`config.mk`:
```
export PLATFORM = sky130hd
export DESIGN_NAME = instr_fetch_flat
export DESIGN_NICKNAME = d
export VERILOG_FILES = /design/src/rtl/instr_fetch_if.sv /design/src/rtl/instr_fetch.sv /design/src/flat_wrapper.sv
export SDC_FILE = /design/constraint.sdc
export NUM_CORES = 1
export LEC_CHECK = 0
export CAP_MARGIN = 20
export CORE_UTILIZATION = 45
export CTS_CLUSTER_DIAMETER = 120
export DETAILED_ROUTE_END_ITERATION = 10
export PLACE_DENSITY = 0.79
export SLEW_MARGIN = 20
export SYNTH_ARGS = -nofsm -noshare
export SYNTH_HDL_FRONTEND = slang
export SYNTH_SLANG_ARGS = --single-unit
export TNS_END_PERCENT = 1
```
`constraint.sdc`:
```
create_clock -name clk -period 4 [get_ports clk]
set_clock_uncertainty 0.15 [all_clocks]
set_input_delay 0.8 -clock clk [delete_from_list [all_inputs] [get_ports clk]]
set_output_delay 0.8 -clock clk [all_outputs]
set_load 0.05 [all_outputs]
```
`src/rtl/instr_fetch_if.sv`:
```
// -----------------------------------------------------------------------------
// instr_fetch_if
//
// Bundles the signals around the instruction fetch unit:
//   - the instruction-memory request/acknowledge channel
//   - the decoded-instruction channel toward the control unit / datapath
//   - the redirect (taken branch / jump) input
//
// Modports:
//   master : the fetch unit itself (drives imem request and decoded fields)
//   slave  : the surroundings (memory, control unit, branch resolution)
//
// Parameter:
//   ADDR_W : width of program counter and instruction-memory address
// -----------------------------------------------------------------------------
interface instr_fetch_if #(
    parameter int ADDR_W = 32
) ();

    // Instruction memory channel
    logic              imem_req;
    logic [ADDR_W-1:0] imem_addr;
    logic              imem_ack;
    logic [31:0]       imem_rdata;

    // Decoded instruction channel
    logic              dec_valid;
    logic              dec_ready;
    logic [6:0]        opcode;
    logic [2:0]        funct3;
    logic [6:0]        funct7;
    logic [4:0]        rd;
    logic [4:0]        rs1;
    logic [4:0]        rs2;
    logic [31:0]       instr;
    logic [ADDR_W-1:0] pc_out;
    logic              illegal;

    // Control-flow redirect
    logic              redirect;
    logic [ADDR_W-1:0] redirect_pc;

    modport master (
        output imem_req,
        output imem_addr,
        input  imem_ack,
        input  imem_rdata,
        output dec_valid,
        input  dec_ready,
        output opcode,
        output funct3,
        output funct7,
        output rd,
        output rs1,
        output rs2,
        output instr,
        output pc_out,
        output illegal,
        input  redirect,
        input  redirect_pc
    );

    modport slave (
        input  imem_req,
        input  imem_addr,
        output imem_ack,
        output imem_rdata,
        input  dec_valid,
        output dec_ready,
        input  opcode,
        input  funct3,
        input  funct7,
        input  rd,
        input  rs1,
        input  rs2,
        input  instr,
        input  pc_out,
        input  illegal,
        output redirect,
        output redirect_pc
    );

endinterface : instr_fetch_if

```
`src/rtl/instr_fetch.sv`:
```
// -----------------------------------------------------------------------------
// instr_fetch
//
// Single-outstanding-request instruction fetch unit. Fetches one 32-bit word
// at a time from instruction memory, holds it and presents its decoded fields
// to the control unit until accepted, then advances the PC by 4. A redirect
// replaces the PC; any word that is in flight or being held at that moment is
// discarded.
//
// Parameters:
//   ADDR_W   : width of PC / memory address
//   RESET_PC : first fetch address after reset
//
// Ports:
//   clk : single clock, all state on the rising edge
//   rst : synchronous, active-high reset
//   bus : instr_fetch_if.master
//         imem_req/imem_addr/imem_ack/imem_rdata   memory request channel
//         dec_valid/dec_ready                      decode handshake
//         opcode/funct3/funct7/rd/rs1/rs2/instr    slices of the held word
//         pc_out                                   address of the held word
//         illegal                                  held word is not a 32-bit
//                                                  encoding (instr[1:0]!=11)
//         redirect/redirect_pc                     taken branch / jump
// -----------------------------------------------------------------------------
module instr_fetch #(
    parameter int                ADDR_W   = 32,
    parameter logic [ADDR_W-1:0] RESET_PC = {ADDR_W{1'b0}}
) (
    input  logic           clk,
    input  logic           rst,
    instr_fetch_if.master  bus
);

    // FETCH : request outstanding at pc_r
    // ISSUE : word held, presented to the control unit
    // FLUSH : request outstanding at flush_addr_r, its data will be dropped
    typedef enum logic [1:0] {
        ST_FETCH = 2'b00,
        ST_ISSUE = 2'b01,
        ST_FLUSH = 2'b10
    } state_t;

    localparam logic [31:0]       NOP_INSTR = 32'h0000_0013;
    localparam logic [ADDR_W-1:0] PC_STEP   = ADDR_W'(32'd4);
    localparam logic [ADDR_W-1:0] WORD_MASK = ADDR_W'(32'd3);

    // Clears the byte-offset bits so every fetch address is word aligned.
    function automatic logic [ADDR_W-1:0] word_align(input logic [ADDR_W-1:0] addr);
        return addr & ~WORD_MASK;
    endfunction

    // A 32-bit encoding always carries 2'b11 in its two lowest bits.
    function automatic logic is_illegal(input logic [31:0] word);
        return (word[1:0] != 2'b11);
    endfunction

    state_t            state_r;
    state_t            state_s;
    logic [ADDR_W-1:0] pc_r;          // next address to fetch / address of held word
    logic [ADDR_W-1:0] pc_s;
    logic [ADDR_W-1:0] flush_addr_r;  // address of the abandoned request
    logic [ADDR_W-1:0] flush_addr_s;
    logic [31:0]       instr_r;
    logic [31:0]       instr_s;
    logic [ADDR_W-1:0] pc_out_r;
    logic [ADDR_W-1:0] pc_out_s;

    // State and datapath registers with synchronous reset.
    always_ff @(posedge clk) begin
        if (rst) begin
            state_r      <= ST_FETCH;
            pc_r         <= RESET_PC;
            flush_addr_r <= RESET_PC;
            instr_r      <= NOP_INSTR;
            pc_out_r     <= RESET_PC;
        end else begin
            state_r      <= state_s;
            pc_r         <= pc_s;
            flush_addr_r <= flush_addr_s;
            instr_r      <= instr_s;
            pc_out_r     <= pc_out_s;
        end
    end

    // Next-state and next-datapath logic; redirect outranks ack / dec_ready.
    always_comb begin
        state_s      = state_r;
        pc_s         = pc_r;
        flush_addr_s = flush_addr_r;
        instr_s      = instr_r;
        pc_out_s     = pc_out_r;

        case (state_r)
            ST_FETCH: begin
                if (bus.redirect) begin
                    pc_s = word_align(bus.redirect_pc);
                    if (bus.imem_ack) begin
                        // Response arrives together with redirect: drop it
                        // and start the new fetch straight away.
                        state_s = ST_FETCH;
                    end else begin
                        // The request must stay on the bus at its old address
                        // until memory answers it.
                        flush_addr_s = pc_r;
                        state_s      = ST_FLUSH;
                    end
                end else if (bus.imem_ack) begin
                    instr_s  = bus.imem_rdata;
                    pc_out_s = pc_r;
                    state_s  = ST_ISSUE;
                end else begin
                    state_s = ST_FETCH;
                end
            end

            ST_ISSUE: begin
                if (bus.redirect) begin
                    // Held word is discarded even if accepted this cycle.
                    pc_s    = word_align(bus.redirect_pc);
                    state_s = ST_FETCH;
                end else if (bus.dec_ready) begin
                    pc_s    = pc_r + PC_STEP;
                    state_s = ST_FETCH;
                end else begin
                    state_s = ST_ISSUE;
                end
            end

            ST_FLUSH: begin
                if (bus.redirect) begin
                    pc_s = word_align(bus.redirect_pc);
                end else begin
                    pc_s = pc_r;
                end
                if (bus.imem_ack) begin
                    state_s = ST_FETCH;
                end else begin
                    state_s = ST_FLUSH;
                end
            end

            default: begin
                state_s = ST_FETCH;
            end
        endcase
    end

    // The request is masked during reset so it drops in the reset cycle and
    // is already up in the first cycle after reset releases.
    assign bus.imem_req  = ((state_r == ST_FETCH) || (state_r == ST_FLUSH)) && !rst;
    assign bus.imem_addr = (state_r == ST_FLUSH) ? flush_addr_r : pc_r;

    assign bus.dec_valid = (state_r == ST_ISSUE);

    // Decoded fields are slices of the held register only; imem_rdata never
    // reaches these outputs combinationally.
    assign bus.instr   = instr_r;
    assign bus.opcode  = instr_r[6:0];
    assign bus.rd      = instr_r[11:7];
    assign bus.funct3  = instr_r[14:12];
    assign bus.rs1     = instr_r[19:15];
    assign bus.rs2     = instr_r[24:20];
    assign bus.funct7  = instr_r[31:25];
    assign bus.pc_out  = pc_out_r;
    assign bus.illegal = is_illegal(instr_r);

endmodule : instr_fetch

```
`src/flat_wrapper.sv`:
```
// flat-port wrapper written by rule: the top's interface ports become plain ports
module instr_fetch_flat 
#(
    parameter int                ADDR_W   = 32,
    parameter logic [ADDR_W-1:0] RESET_PC = {ADDR_W{1'b0}}
)
  (clk, rst, bus_imem_req, bus_imem_addr, bus_imem_ack, bus_imem_rdata, bus_dec_valid, bus_dec_ready, bus_opcode, bus_funct3, bus_funct7, bus_rd, bus_rs1, bus_rs2, bus_instr, bus_pc_out, bus_illegal, bus_redirect, bus_redirect_pc);
  instr_fetch_if #(.ADDR_W(ADDR_W)) bus_i ();
  input  logic clk;
  input  logic rst;
  output wire logic [$bits(bus_i.imem_req)-1:0] bus_imem_req;
  output wire logic [$bits(bus_i.imem_addr)-1:0] bus_imem_addr;
  input wire logic [$bits(bus_i.imem_ack)-1:0] bus_imem_ack;
  input wire logic [$bits(bus_i.imem_rdata)-1:0] bus_imem_rdata;
  output wire logic [$bits(bus_i.dec_valid)-1:0] bus_dec_valid;
  input wire logic [$bits(bus_i.dec_ready)-1:0] bus_dec_ready;
  output wire logic [$bits(bus_i.opcode)-1:0] bus_opcode;
  output wire logic [$bits(bus_i.funct3)-1:0] bus_funct3;
  output wire logic [$bits(bus_i.funct7)-1:0] bus_funct7;
  output wire logic [$bits(bus_i.rd)-1:0] bus_rd;
  output wire logic [$bits(bus_i.rs1)-1:0] bus_rs1;
  output wire logic [$bits(bus_i.rs2)-1:0] bus_rs2;
  output wire logic [$bits(bus_i.instr)-1:0] bus_instr;
  output wire logic [$bits(bus_i.pc_out)-1:0] bus_pc_out;
  output wire logic [$bits(bus_i.illegal)-1:0] bus_illegal;
  input wire logic [$bits(bus_i.redirect)-1:0] bus_redirect;
  input wire logic [$bits(bus_i.redirect_pc)-1:0] bus_redirect_pc;
  assign bus_imem_req = bus_i.imem_req;
  assign bus_imem_addr = bus_i.imem_addr;
  assign bus_i.imem_ack = bus_imem_ack;
  assign bus_i.imem_rdata = bus_imem_rdata;
  assign bus_dec_valid = bus_i.dec_valid;
  assign bus_i.dec_ready = bus_dec_ready;
  assign bus_opcode = bus_i.opcode;
  assign bus_funct3 = bus_i.funct3;
  assign bus_funct7 = bus_i.funct7;
  assign bus_rd = bus_i.rd;
  assign bus_rs1 = bus_i.rs1;
  assign bus_rs2 = bus_i.rs2;
  assign bus_instr = bus_i.instr;
  assign bus_pc_out = bus_i.pc_out;
  assign bus_illegal = bus_i.illegal;
  assign bus_i.redirect = bus_redirect;
  assign bus_i.redirect_pc = bus_redirect_pc;
  instr_fetch #(.ADDR_W(ADDR_W), .RESET_PC(RESET_PC)) u_core (.clk(clk), .rst(rst), .bus(bus_i));
endmodule
```
# Word level (Yosys, flattened, before mapping)
# Index checks and enable logic that the tools add are counted.
# totals
out_inout_bits	131
word_cells	33
reg_bits	130
in_bits	69
# op_classes
n_eq_ne	5
n_mux	11
addsub	1
reduce_logical	9
bitwise_logic	2
# op_table
cell	count
$mux W32	4
$pmux W32 S2	1
$add A32 B3 Y32 const B	1
$reduce_and A3 Y1	3
$mux W2	3
$pmux W2 S3	1
$ne A3 B1 Y1 const B	1
$eq A2 B1 Y1 const B	1
$eq A2 B2 Y1 const B	1
$logic_not A2 Y1	1
$mux W1	2
$ne A2 B1 Y1 const B	1
$ne A2 B2 Y1 const B	1
$not A1 Y1	2
$reduce_bool A2 Y1	1
$reduce_or A2 Y1	1
$logic_and A1 B1 Y1	1
$logic_not A1 Y1	1
$logic_or A1 B1 Y1	1

# Longest topological paths before layout
# Gate-level depths: netlist of run 1.
# depth
word_depth	4
depth_mapped	8
depth_no_buf	5

# Worst setup path after synthesis of run 1
# Ideal clock, no wire load.
# synth_timing
path_type	input -> output
start	input rst
end	output bus_imem_req
path_slack_ns	1.001
arrival_ns	2.049
n_path_buf	3
path_stages	4
cell_sequence	clkbuf_1 -> clkbuf_1 -> clkbuf_1 -> nor2_1
# synth_between
elab_chain_len	2
# synth_lines
element	line_no	source
from (decl)	flat_wrapper.sv:10	input logic rst;
$logic_not A1 Y1	instr_fetch.sv:151	assign bus.imem_req = ((state_r == ST_FETCH) || (state_r == ST_FLUSH)) && !rst;
$logic_and A1 B1 Y1	instr_fetch.sv:151	
to (decl)	flat_wrapper.sv:11	output wire logic [$bits(bus_i.imem_req)-1:0] bus_imem_req;
# Every way passes these cells.

# Worst setup path in the final report of run 1
# layout_timing
start	register u_core.state_r[1]
end	output bus_imem_addr[25]
# layout_between
elab_chain_len	2
# layout_lines
element	line_no	source
from (decl)	instr_fetch.sv:58	state_t state_r;
from (signal assigned)	instr_fetch.sv:78	state_r <= state_s;
$eq A2 B2 Y1	instr_fetch.sv:152	assign bus.imem_addr = (state_r == ST_FLUSH) ? flush_addr_r : pc_r;
$mux W32	instr_fetch.sv:152	
to (decl)	flat_wrapper.sv:12	output wire logic [$bits(bus_i.imem_addr)-1:0] bus_imem_addr;
# Every way passes these cells.

==> flow_summary.toml, run 1 <==
[floorplan]
die_x_um = 118
io_pins = 200
start_util_pct = 46.0
dieArea_um2 = 14000
core_area_um2 = 13200
row_count = 42
die_h_um = 118

[setup_path]
worstSetupPathType = "reg -> out"
rr_startpoint = "u_core.pc_r[3]"
cp-startpoint = "u_core.state_r[1]"
path_buf_inv = 2
arrival_ps = 2390
critPathMaxFanout = 24
slowest_stage = "dfxtp_1"
max_stage_delay_ps = 710
critical_path.top_delay_family = "flip-flops"
startpoint_type = "flop"
cp_data_required_time_ps = 3050
endpoint_kind = "primary output"
crit_chain = "nand2b_1, buf_12, mux2_2, buf_4"

[layout]
layout.nets = 977
antenna_cells = 0
nFillCells = 1125
final_layout_size_suffix_gt1_share_pct = 12.4
finish.instance_area_um2 = 8440
area.growth.synth_to_final_pct = 39.1

[clock_tree]
cts-buffers-inserted = 17
htreeDepth = 4
path_clk_slew_ps = 50
cts_buffer_depth = 2
cts_tree = "yes"
cts_root_buf = "clkbuf_16"
cts_resized = 0
postCtsHoldBufs = 0
cts.sinks = 124
insertion_delay_ps = 420
post_cts_buffers = 0

[drt]
firstDrtPassIters = 5
drtAntennaViolNets = 0
drtIter0Drc = 431
viasPerCell = 5.55
wl_um = 17600
drc = 0
wl_per_cell_um = 16.1
vias = 6078

[sta]
fin_hold_ws_ps = 299
rsz0062_at_grt = "no"
timing.slew.headroom_pct = 36.7
setup_viol = 0
fmax_ghz = 0.300
period_needed_ps = 3340
setup_tns_ps = 0
slew_violations = 0
fin_crit_sh_pct = 83.4
setup_ws_ps = 663
hold_viol_final = 0
worst_pin_slew_ps = 942

[synth]
yosysTopAreaCellShare_pct = 40.9
synth_top_family_by_area = "simple AND/OR/NAND/NOR gates"
yosys.area_share.simple_pct = 24.9
synthXorXnorAreaFrac_pct = 0
synth_cell_types = 63
synth.top_cells.by_area = "dfxtp_1 (41%), nand2_1 (13%), a21oi_1 (8.3%), mux2_2 (5.8%), buf_4 (4.5%)"
muxShareOfSynthArea_pct = 5.92
synthFlopType = "dfxtp_1"
syn_inst = 781
yosys_register_bits = 124
synthAdderAreaFrac_pct = 0.206
syn_avg_cell_area_um2 = 7.77
synth-async-reset-ratio_pct = 0
ys_seq_area_share_pct = 40.9
yosysTopAreaCell = "dfxtp_1"
synthesis.area_um2 = 6070
synth_compound_area_share_pct = 18.5
synth_edf_count = 0
yosys_warnings = 0

[flow_run]
cap_violations = 0

[pwr]
ir_worst_vdd_v = 0.000272
finalPower_mw = 3.68
p_leak_nw = 3.02
p_per_area_nw_per_um2 = 436

[hold_path]
hp-class = "reg -> reg"
min_from = "u_core.flush_addr_r[15]"

[global_routing]
grt.overflow.total = 0
grt_pass1_wl_um = 28300
antenna_found_initial = 0
track_usage_pct = 25.4
grt_max_degree = 73
grt_pass1_vias = 5592

[place]
dp_hpwl_um = 11700
place_ws_ps = 757
routabilityCongestion = 0.867
placed_area_um2 = 7810
io_buffer_count = 193

[status]
status = "complete, no violations"
cells by family (layout without fill, tap and decap cells):
logic type | count (synthesis) | after routing
simple gates | 324 | 324
mux | 32 | 32
fa+ha+maj | 1 | 1
flops | 124 | 124
other cells | 1 | 4
compound gates | 184 | 184
buf+inv | 115 | 251
Yosys cell counts, types with 3 or more instances:
cell      count
a22oi_1       3
o21ai_0      17
or4_1         6
and4_1        5
mux2_2       31
inv_1         7
nand3_1      13
nor3_1       11
o21a_1        5
buf_4        36
a211oi_1      4
a31oi_1       7
o32ai_1       4
and2_1        4
a32oi_1       5
nand2_1     209
nand2b_1      3
or3_1         8
a21o_1        5
clkbuf_2      3
nand4_1      17
a21oi_1     101
o211ai_1      7
clkbuf_1     64
o311ai_0      5
nor2b_1       5
nor2_1       17
nor4bb_1      3
a311oi_1      3
nor4_1        8
dfxtp_1     124
layout make-up:
| cell class | instances | area, um2 | area share, % |
|---|---|---|---|
| clock buffers | 27 | 503 | 5.96 |
| clock inverters | 5 | 129 | 1.53 |
| inverters | 8 | 30.0 | 0.356 |
| multi-input cells | 545 | 3040 | 36.0 |
| flip-flops and latches | 124 | 2480 | 29.4 |
| well taps | 176 | 220 | 2.61 |
| repair buffers | 211 | 2040 | 24.2 |
per-layer routing:
layer / up-vias / global-route usage, % / part of all wire [%]
met5: - / 0 / 0
met4: 0 / 8.81 / 1.8
met3: 23 / 6.23 / 7.2
met2: 246 / 42.1 / 48
met1: 2870 / 31.9 / 43
li1: 2939 / - / -
placed cells by master, fill, tap and decap left out, types with 5 or more instances in the layout:
cell and instances:
clkbuf_1 6, nor2_1 17, and4_1 5, clkbuf_16 17, nand2_1 209, or3_1 8
buf_4 45, or4_1 6, dfxtp_1 124, mux2_2 31, a31oi_1 7, nor3_1 11
a21oi_1 101, clkdlybuf4s50_1 162, a21o_1 5, inv_1 7, nor2b_1 5, o211ai_1 7
nand4_1 17, a32oi_1 5, o311ai_0 5, o21ai_0 17, nand3_1 13, o21a_1 5
nor4_1 8
registers in the layout (all words and copies together), names as in the netlist:
signal,count
u_core.bus.pc_out,30
u_core.state_r,2
u_core.bus.instr,32
u_core.flush_addr_r,30
u_core.pc_r,30
path summary, 6_finish.rpt:
path / to / slack (ps) / depth (start not counted)
max reg2reg: u_core.pc_r[30] / 1510 / 5
min: u_core.flush_addr_r[15] / 300 / 2
max: bus_imem_addr[25] / 660 / 4
min reg2reg: u_core.flush_addr_r[15] / 300 / 2
power by group:
part / internal, mW / switching (mW) / leakage [nW] / total [mW]
registers: 1.29 / 0.0719 / 1.01 / 1.36
logic: 0.250 / 0.427 / 1.71 / 0.677
clock network: 1.11 / 0.526 / 0.306 / 1.64
total: 2.65 / 1.02 / 3.02 / 3.68
worst reg2reg max path: stages, from the launching register on:
cell and delay [ps]:
dfxtp_1 430, ha_1 280, nand4_1 330, or4_1 650, o311ai_0 350, a31oi_1 140
per-stage QoR:
stage | utilization [%] | cells
6_report | 64.0 | 1096
3_5_place_dp | 59.2 | 1064
2_1_floorplan | - | 784
3_3_place_gp | 59.2 | 1064
4_1_cts | 64.0 | 1096
5_1_grt | 64.0 | 1096
Power figures use the tool's default switching activity.
==> run 2: changes to the inputs <==
Clock period 4 ns to 3.35 ns, I/O delays scaled along.
==> flow_summary.toml, run 2 (same netlist as run 1, synthesis figures left out) <==
[status]
status = "complete, no violations"

[setup_path]
worst_path_most_repeated_cell = "buf_12"
critPathMaxFanout = 24
path_buf_inv = 2
slowest_stage = "nand2b_1"
endpoint_kind = "primary output"
max_stage_delay_ps = 440
crit_chain = "nand2b_1, buf_12, mux2_2, buf_12"
startpoint_type = "flop"
critical_path.top_delay_family = "simple AND/OR/NAND/NOR gates"
cp_data_required_time_ps = 2530
arrival_ps = 2010
worstSetupPathType = "reg -> out"

[clock_tree]
postCtsHoldBufs = 0
cts_buffer_depth = 2
insertion_delay_ps = 410
cts_root_buf = "clkbuf_16"
htreeDepth = 4
post_cts_buffers = 0
cts-buffers-inserted = 17
cts_tree = "yes"
cts.sinks = 124
cts_resized = 0
path_clk_slew_ps = 60

[floorplan]
io_pins = 200
row_count = 42
die_h_um = 118
die_x_um = 118
dieArea_um2 = 14000
start_util_pct = 46.0
core_area_um2 = 13200

[pwr]
p_leak_nw = 3.12
switchingPower_mw = 1.27
p_per_area_nw_per_um2 = 494
clock_power_share_pct = 41.9
swShare_pct = 29.4
p_seq_share_pct = 37.5
combPwrFrac_pct = 20.6
p_int_mw = 3.07
ir_worst_vdd_v = 0.000318
finalPower_mw = 4.34

[sta]
rsz0062_at_grt = "no"
slew_violations = 0
fmax_ghz = 0.354
hold_viol_final = 0
period_needed_ps = 2830
worst_pin_slew_ps = 789
fin_crit_sh_pct = 84.4
setup_tns_ps = 0
timing.slew.headroom_pct = 46.9
setup_viol = 0
fin_hold_ws_ps = 301
setup_ws_ps = 522

[global_routing]
grt_pass1_vias = 5820
track_usage_pct = 26.5
grt_max_degree = 38
grt_pass1_wl_um = 29500
grt.overflow.total = 0
antenna_found_initial = 0

[flow_run]
cap_violations = 0

[drt]
wl_per_cell_um = 16.5
drtIter0Drc = 437
viasPerCell = 5.55
wl_um = 18200
vias = 6114
drtAntennaViolNets = 0
drc = 0
firstDrtPassIters = 5

[hold_path]
hp-class = "reg -> reg"

[place]
placed_area_um2 = 8200
routabilityCongestion = 0.896
dp_hpwl_um = 12300
io_buffer_count = 193
dp.cells = 1069
place_ws_ps = 507

[layout]
final_layout_size_suffix_gt1_share_pct = 13.4
fin_cells = 1101
final_util_pct = 66.6
area.growth.synth_to_final_pct = 44.7
largest_reg_flops = 32
finish.instance_area_um2 = 8780
nFillCells = 1086
mostFrequentLayoutCell = "nand2_1"
most-common-layout-cells = "nand2_1 (209), clkdlybuf4s50_1 (161), dfxtp_1 (124), a21oi_1 (101), buf_12 (32)"
antenna_cells = 0
layout.nets = 982
## run 2: metal layers
layer	track usage [%]	share of wire, %	vias up	routed length, um
li1	-	-	2947	-
met1	32.0	41	2857	7530
met2	44.9	49	271	8860
met3	6.27	7.6	39	1380
met4	11.4	2.4	0	432
met5	0	0	-	0
## run 2: final cells by class
type	instances	area, um2	area share [%]
clock buffer	19	433	4.93
clock inverter	13	150	1.71
inverter	8	30.0	0.342
multi-input combinational	545	3040	34.6
sequential	124	2480	28.3
tap	176	220	2.51
timing repair buffer	216	2420	27.6
## run 2: power groups by stage
stage | clock [mW] | sequential [mW] | combinational (mW)
finish | 1.82 | 1.63 | 0.894
floorplan | 0 | 1.71 | 0.472
global placement | 0 | 1.65 | 0.884
global route | 1.91 | 1.64 | 0.938
detailed placement | 0 | 1.66 | 0.891
CTS | 1.84 | 1.62 | 0.895
## run 2: final timing paths
check                           slack, ps  cells after the start                       to                    start
worst max-delay path                  520                      4        bus_imem_addr[13]        u_core.state_r[0]
worst min register to register        300                      2  u_core.flush_addr_r[24]  u_core.flush_addr_r[24]
worst max register to register        850                      4          u_core.pc_r[25]           u_core.pc_r[7]
worst min-delay path                  300                      2  u_core.flush_addr_r[24]  u_core.flush_addr_r[24]
## run 2: worst min-delay path, cell delays in order, from the launching register on
cell and delay, ps:
dfxtp_1 300, nand2_1 50, a21oi_1 50
